<file path="src/rtl/dcache_ctrl.sv">
// Blocking write-back / write-allocate data-cache controller: hit path, dirty-victim write-back, block refill.
// Optional event counters are built when DCACHE_CTRL_PERF_EN is defined; otherwise the perf ports read 0.
module dcache_ctrl #(
  parameter int ADDR_W      = 32,
  parameter int BLOCK_BYTES = 32,
  parameter int BLOCK_BITS  = BLOCK_BYTES * 8,
  parameter int OFFSET_W    = $clog2(BLOCK_BYTES)
) (
  input  logic                         clk,
  input  logic                         rst,
  input  logic                         cpu_ren,
  input  logic                         cpu_wen,
  input  logic [ADDR_W-1:0]            cpu_addr,
  input  logic [31:0]                  cpu_wdata,
  input  logic [3:0]                   cpu_byteen,
  output logic [31:0]                  cpu_rdata,
  output logic                         cpu_stall,
  output logic                         sram_ren,
  output logic                         sram_wen,
  output logic                         sram_memWen,
  output logic [BLOCK_BYTES-1:0]       sram_bytesAccess,
  output logic [ADDR_W-OFFSET_W-1:0]   sram_blockAddr,
  output logic [BLOCK_BITS-1:0]        sram_dataIn,
  input  logic                         sram_hit,
  input  logic                         sram_dirtyBit,
  input  logic [BLOCK_BITS-1:0]        sram_dataOut,
  input  logic [ADDR_W-OFFSET_W-1:0]   sram_victimBlockAddr,
  output logic                         mem_req,
  output logic                         mem_we,
  output logic [ADDR_W-OFFSET_W-1:0]   mem_addr,
  output logic [BLOCK_BITS-1:0]        mem_wdata,
  input  logic                         mem_ready,
  input  logic [BLOCK_BITS-1:0]        mem_rdata,
  output logic [31:0]                  perf_hits,
  output logic [31:0]                  perf_misses,
  output logic [31:0]                  perf_wbs
);

  localparam int BA_W  = ADDR_W - OFFSET_W;
  localparam int WORDS = BLOCK_BYTES / 4;

  typedef enum logic [1:0] {IDLE, WB, FILL, REFILL} state_t;

  state_t                state_q, state_d;
  logic [BA_W-1:0]       req_addr_q, req_addr_d;
  logic [BA_W-1:0]       victim_addr_q, victim_addr_d;
  // One block buffer serves both as the write-back victim and the refill data.
  logic [BLOCK_BITS-1:0] buf_q, buf_d;

  logic [OFFSET_W-1:0]   byte_off;
  logic                  req;
  logic                  hit_evt, miss_evt, wb_evt;

  always_comb begin
    byte_off         = cpu_addr[OFFSET_W-1:0] & ~OFFSET_W'(3);
    req              = cpu_ren | cpu_wen;
    state_d          = state_q;
    req_addr_d       = req_addr_q;
    victim_addr_d    = victim_addr_q;
    buf_d            = buf_q;
    cpu_stall        = 1'b1;
    sram_ren         = 1'b0;
    sram_wen         = 1'b0;
    sram_memWen      = 1'b0;
    sram_bytesAccess = '0;
    sram_blockAddr   = cpu_addr[ADDR_W-1:OFFSET_W];
    sram_dataIn      = {WORDS{cpu_wdata}};
    cpu_rdata        = sram_dataOut[{byte_off, 3'b000} +: 32];
    mem_req          = 1'b0;
    mem_we           = 1'b0;
    mem_addr         = req_addr_q;
    mem_wdata        = buf_q;
    hit_evt          = 1'b0;
    miss_evt         = 1'b0;
    wb_evt           = 1'b0;

    case (state_q)
      IDLE: begin
        sram_ren  = cpu_ren & ~cpu_wen;
        sram_wen  = cpu_wen;
        if (cpu_wen) sram_bytesAccess = BLOCK_BYTES'(cpu_byteen) << byte_off;
        cpu_stall = req & ~sram_hit;
        hit_evt   = req & sram_hit;
        miss_evt  = req & ~sram_hit;
        wb_evt    = miss_evt & sram_dirtyBit;
        if (miss_evt) begin
          req_addr_d = cpu_addr[ADDR_W-1:OFFSET_W];
          if (sram_dirtyBit) begin
            buf_d         = sram_dataOut;
            victim_addr_d = sram_victimBlockAddr;
            state_d       = WB;
          end else begin
            state_d = FILL;
          end
        end
      end
      WB: begin
        mem_req  = 1'b1;
        mem_we   = 1'b1;
        mem_addr = victim_addr_q;
        if (mem_ready) state_d = FILL;
      end
      FILL: begin
        mem_req = 1'b1;
        if (mem_ready) begin
          buf_d   = mem_rdata;
          state_d = REFILL;
        end
      end
      default: begin
        sram_memWen    = 1'b1;
        sram_dataIn    = buf_q;
        sram_blockAddr = req_addr_q;
        state_d        = IDLE;
      end
    endcase
  end

  always_ff @(posedge clk) begin
    if (rst) begin
      state_q       <= IDLE;
      req_addr_q    <= '0;
      victim_addr_q <= '0;
      buf_q         <= '0;
    end else begin
      state_q       <= state_d;
      req_addr_q    <= req_addr_d;
      victim_addr_q <= victim_addr_d;
      buf_q         <= buf_d;
    end
  end

`ifdef DCACHE_CTRL_PERF_EN
  logic [31:0] hits_q, hits_d, misses_q, misses_d, wbs_q, wbs_d;

  always_comb begin
    hits_d   = hits_q + 32'(hit_evt);
    misses_d = misses_q + 32'(miss_evt);
    wbs_d    = wbs_q + 32'(wb_evt);
  end

  always_ff @(posedge clk) begin
    if (rst) begin
      hits_q   <= '0;
      misses_q <= '0;
      wbs_q    <= '0;
    end else begin
      hits_q   <= hits_d;
      misses_q <= misses_d;
      wbs_q    <= wbs_d;
    end
  end

  assign perf_hits   = hits_q;
  assign perf_misses = misses_q;
  assign perf_wbs    = wbs_q;
`else
  logic unused_evt;
  assign unused_evt  = hit_evt ^ miss_evt ^ wb_evt;
  assign perf_hits   = '0;
  assign perf_misses = '0;
  assign perf_wbs    = '0;
`endif

endmodule

</file>
<file path="config.mk">
export PLATFORM = sky130hd
export DESIGN_NAME = dcache_ctrl
export DESIGN_NICKNAME = d
export VERILOG_FILES = /design/src/rtl/dcache_ctrl.sv
export SDC_FILE = /design/constraint.sdc
export NUM_CORES = 1
export LEC_CHECK = 0
export CAP_MARGIN = 20
export CORE_AREA = 3 3 516 518
export CTS_CLUSTER_DIAMETER = 40
export CTS_CLUSTER_SIZE = 24
export DETAILED_ROUTE_END_ITERATION = 16
export DIE_AREA = 0 0 519 521
export SETUP_SLACK_MARGIN = 0.02
export SLEW_MARGIN = 15
export SYNTH_ARGS = -nofsm -noshare
export SYNTH_HDL_FRONTEND = slang
export SYNTH_SLANG_ARGS = --single-unit
export TNS_END_PERCENT = 1
</file>
<file path="constraint.sdc">
create_clock -name clk -period 2.65 [get_ports clk]
set_clock_uncertainty 0.1 [all_clocks]
set_input_delay 0.3975 -clock clk [delete_from_list [all_inputs] [get_ports clk]]
set_output_delay 0.3975 -clock clk [all_outputs]
set_load 0.02 [all_outputs]
</file>
==> impl_metrics.yaml <==
worst_hold_path:
  worstHoldPathCells: 3
  min_path_type: "input pin to register"
global_route:
  grt_pass1_vias: 26700
  antenna_found_initial: 138
  grt_max_degree: 57
  track_usage: 0.170
  grt_pass1_wl_mm: 298
  grt_overflow: 0
status:
  violations: "negative setup slack"
  outcome: "complete, but fails checks"
power:
  clkPwrFrac: 0.297
  p_sw_frac: 0.421
  ir_drop_v: 0.000524
  p_leak_uw: 0.0187
  power.switching_uw: 16700
  powerDensity_nw_per_um2: 871
  seqPwrFrac: 0.197
  intPower_uw: 22900
  comb_power_share: 0.506
critical_path:
  path_class: "register to output port"
  cp-start-kind: "register"
  regToRegSetupSlack_ns: 0.13
  cp_max_fo: 11
  rr_worst_depth: 10
  cp.required_ns: 2.15
  cp.arrival_ns: 2.41
  end_kind: "output port"
timing:
  worst_slack_ns: -0.260
  period_minus_slack_ns: 2.91
  max_freq_ghz: 0.344
  finalMaxSlewViolations: 0
  hold_viol_final: 0
  min_period_over_period: 1.10
  worstMarginPinSlew_ns: 0.757
  setup_violations: 272
  rsz0062_at_grt: "true"
  max_slew_margin: 0.495
clock_tree:
  htree_levels: 3
  cts_buffers: 87
  clkSinkCount: 312
  clk_pin_slew_ns: 0.05
  clock_latency_ns: 0.70
  cts_tree: "yes"
  cts_buffer_depth: 3
  root_buffer: "clkbuf_16"
floorplanning:
  die_h_um: 521
  boundaryPins: 1346
  die_area_sq_um: 270000
  fp.coreArea_sq_um: 262000
  die_w_um: 519
  rows: 188
  start_util: 0.0816
placed_design:
  dpl.hpwl_mm: 206
  dpl_worst_slack_ns: -0.337
  placed_area_sq_um: 39800
  globalplace.congestion: 0.976
  numPortBuffers: 1247
layout:
  final_cell_mix: "nand2_1, clkdlybuf4s50_1, buf_4, mux2_2, dfxtp_1"
  mostFrequentLayoutCell: "nand2_1"
  area_growth_syn_to_layout_pct: 113
  drive_gt1_frac: 0.367
  finish.instance_area_sq_um: 45500
  fin_nets: 4676
synthesis:
  avgSynthCellArea_sq_um: 8.21
  synth_seq_cells: 312
  synthFlopType: "dfxtp_1"
  synth_edf_count: 0
  async_flop_share: 0
  synthDistinctLibCells: 30
  synth_seq_area_share: 0.292
  yosys_warnings: 0
  netlist_area_sq_um: 21400
  synthCells: 2604
detailed_routing:
  drt-total-wl_mm: 240
  wl_per_cell_um: 31.2
  drt-pass1-iter-count: 6
  vias_per_cell: 3.51
  via_count: 26900
  drc_errors: 0
  drt_iter0_drc: 2054
  ant_nets: 0
job:
  cap_violations: 0
[worst max-delay path: stages, from the launching register on]
cell and delay [ns]:
dfxtp_4 0.37, ha_4 0.17, buf_12 0.15, buf_16 0.18
buf_16 0.19, nand2b_4 0.16, buf_6 0.16, nand2_2 0.10
buf_4 0.17
[final timing paths]
kind,end,start
max,sram_dataIn[148],state_q[0]
min,victim_addr_q[21],sram_victimBlockAddr[21]
max reg2reg,mem_wdata[45],state_q[1]
min reg2reg,victim_addr_q[14],victim_addr_q[14]
[area by class of cell]
| cell class | count | area, sq um |
|---|---|---|
| diodes | 35 | 87.6 |
| clock buffers | 104 | 2300 |
| clock inverters | 57 | 897 |
| fillers | 29400 | 217000 |
| inverters | 5 | 26.3 |
| multi-input cells | 2050 | 14500 |
| flip-flops and latches | 312 | 6260 |
| well taps | 3515 | 4400 |
| repair buffers | 1599 | 16900 |
[routing by layer]
| metal | global-route usage | vias to the layer above | share of wire |
|---|---|---|---|
| met5 | 0 | - | 0.0019 |
| met2 | 0.253 | 1721 | 0.42 |
| met1 | 0.206 | 13200 | 0.41 |
| li1 | - | 11500 | - |
| met3 | 0.0743 | 481 | 0.11 |
| met4 | 0.0835 | 72 | 0.058 |
[cell usage after synthesis (34+ instances only)]
master	number	area, sq um
buf_2	53	265
dfxtp_1	312	6250
nor2_1	35	131
o21ai_0	56	280
nand3_1	58	290
mux2i_1	258	2580
nand2b_1	34	213
clkbuf_1	135	507
buf_4	99	743
nand2_1	1030	3870
mux2_2	342	3850
a21oi_1	54	270
mux4_2	64	1440
[state kept, by name, indices dropped and copies added, names as in the netlist]
name / cells
victim_addr_q: 27
req_addr_q: 27
state_q: 2
mem_wdata: 256
[repair_timing]
item                                    CTS  global route
endpoints found under the setup margin  386           376
hold buffers                              0             0
gates cloned                             12             0
resized for setup                       839           268
pin swaps                                21            20
setup buffers                            27             5
hold endpoints to repair                  0             0
[power groups by stage]
stage	sequential (uW)	clock, uW	combinational [uW]
2_1_floorplan	7960	0	8070
3_3_place_gp	7770	0	18900
3_5_place_dp	7780	0	19000
4_1_cts	7750	12100	20100
5_1_grt	7900	12300	20900
6_report	7810	11800	20100
[kinds of logic after synthesis]
kind of cell | synth area share
AOI/OAI and AO/OA | 0.0282
adders and majority gates | 0.00410
buffers and inverters | 0.0926
DFF | 0.292
muxes | 0.369
other | 0.000175
and+or+nand+nor | 0.214
[through the flow]
stage,TNS (ns),std cells,total power [uW],hold slack [ns],util
after floorplan,0,2699,16000,0.350,-
after global placement,-34.32,7438,26700,0.363,0.152
after detailed placement,-33.03,7438,26800,0.365,0.152
after CTS,-80.38,7638,39900,0.0392,0.171
after global routing,-72.27,7660,41100,0.0913,0.173
final,-34.77,7677,39600,0.154,0.173
No activity file was read; power rests on OpenSTA's default activity.
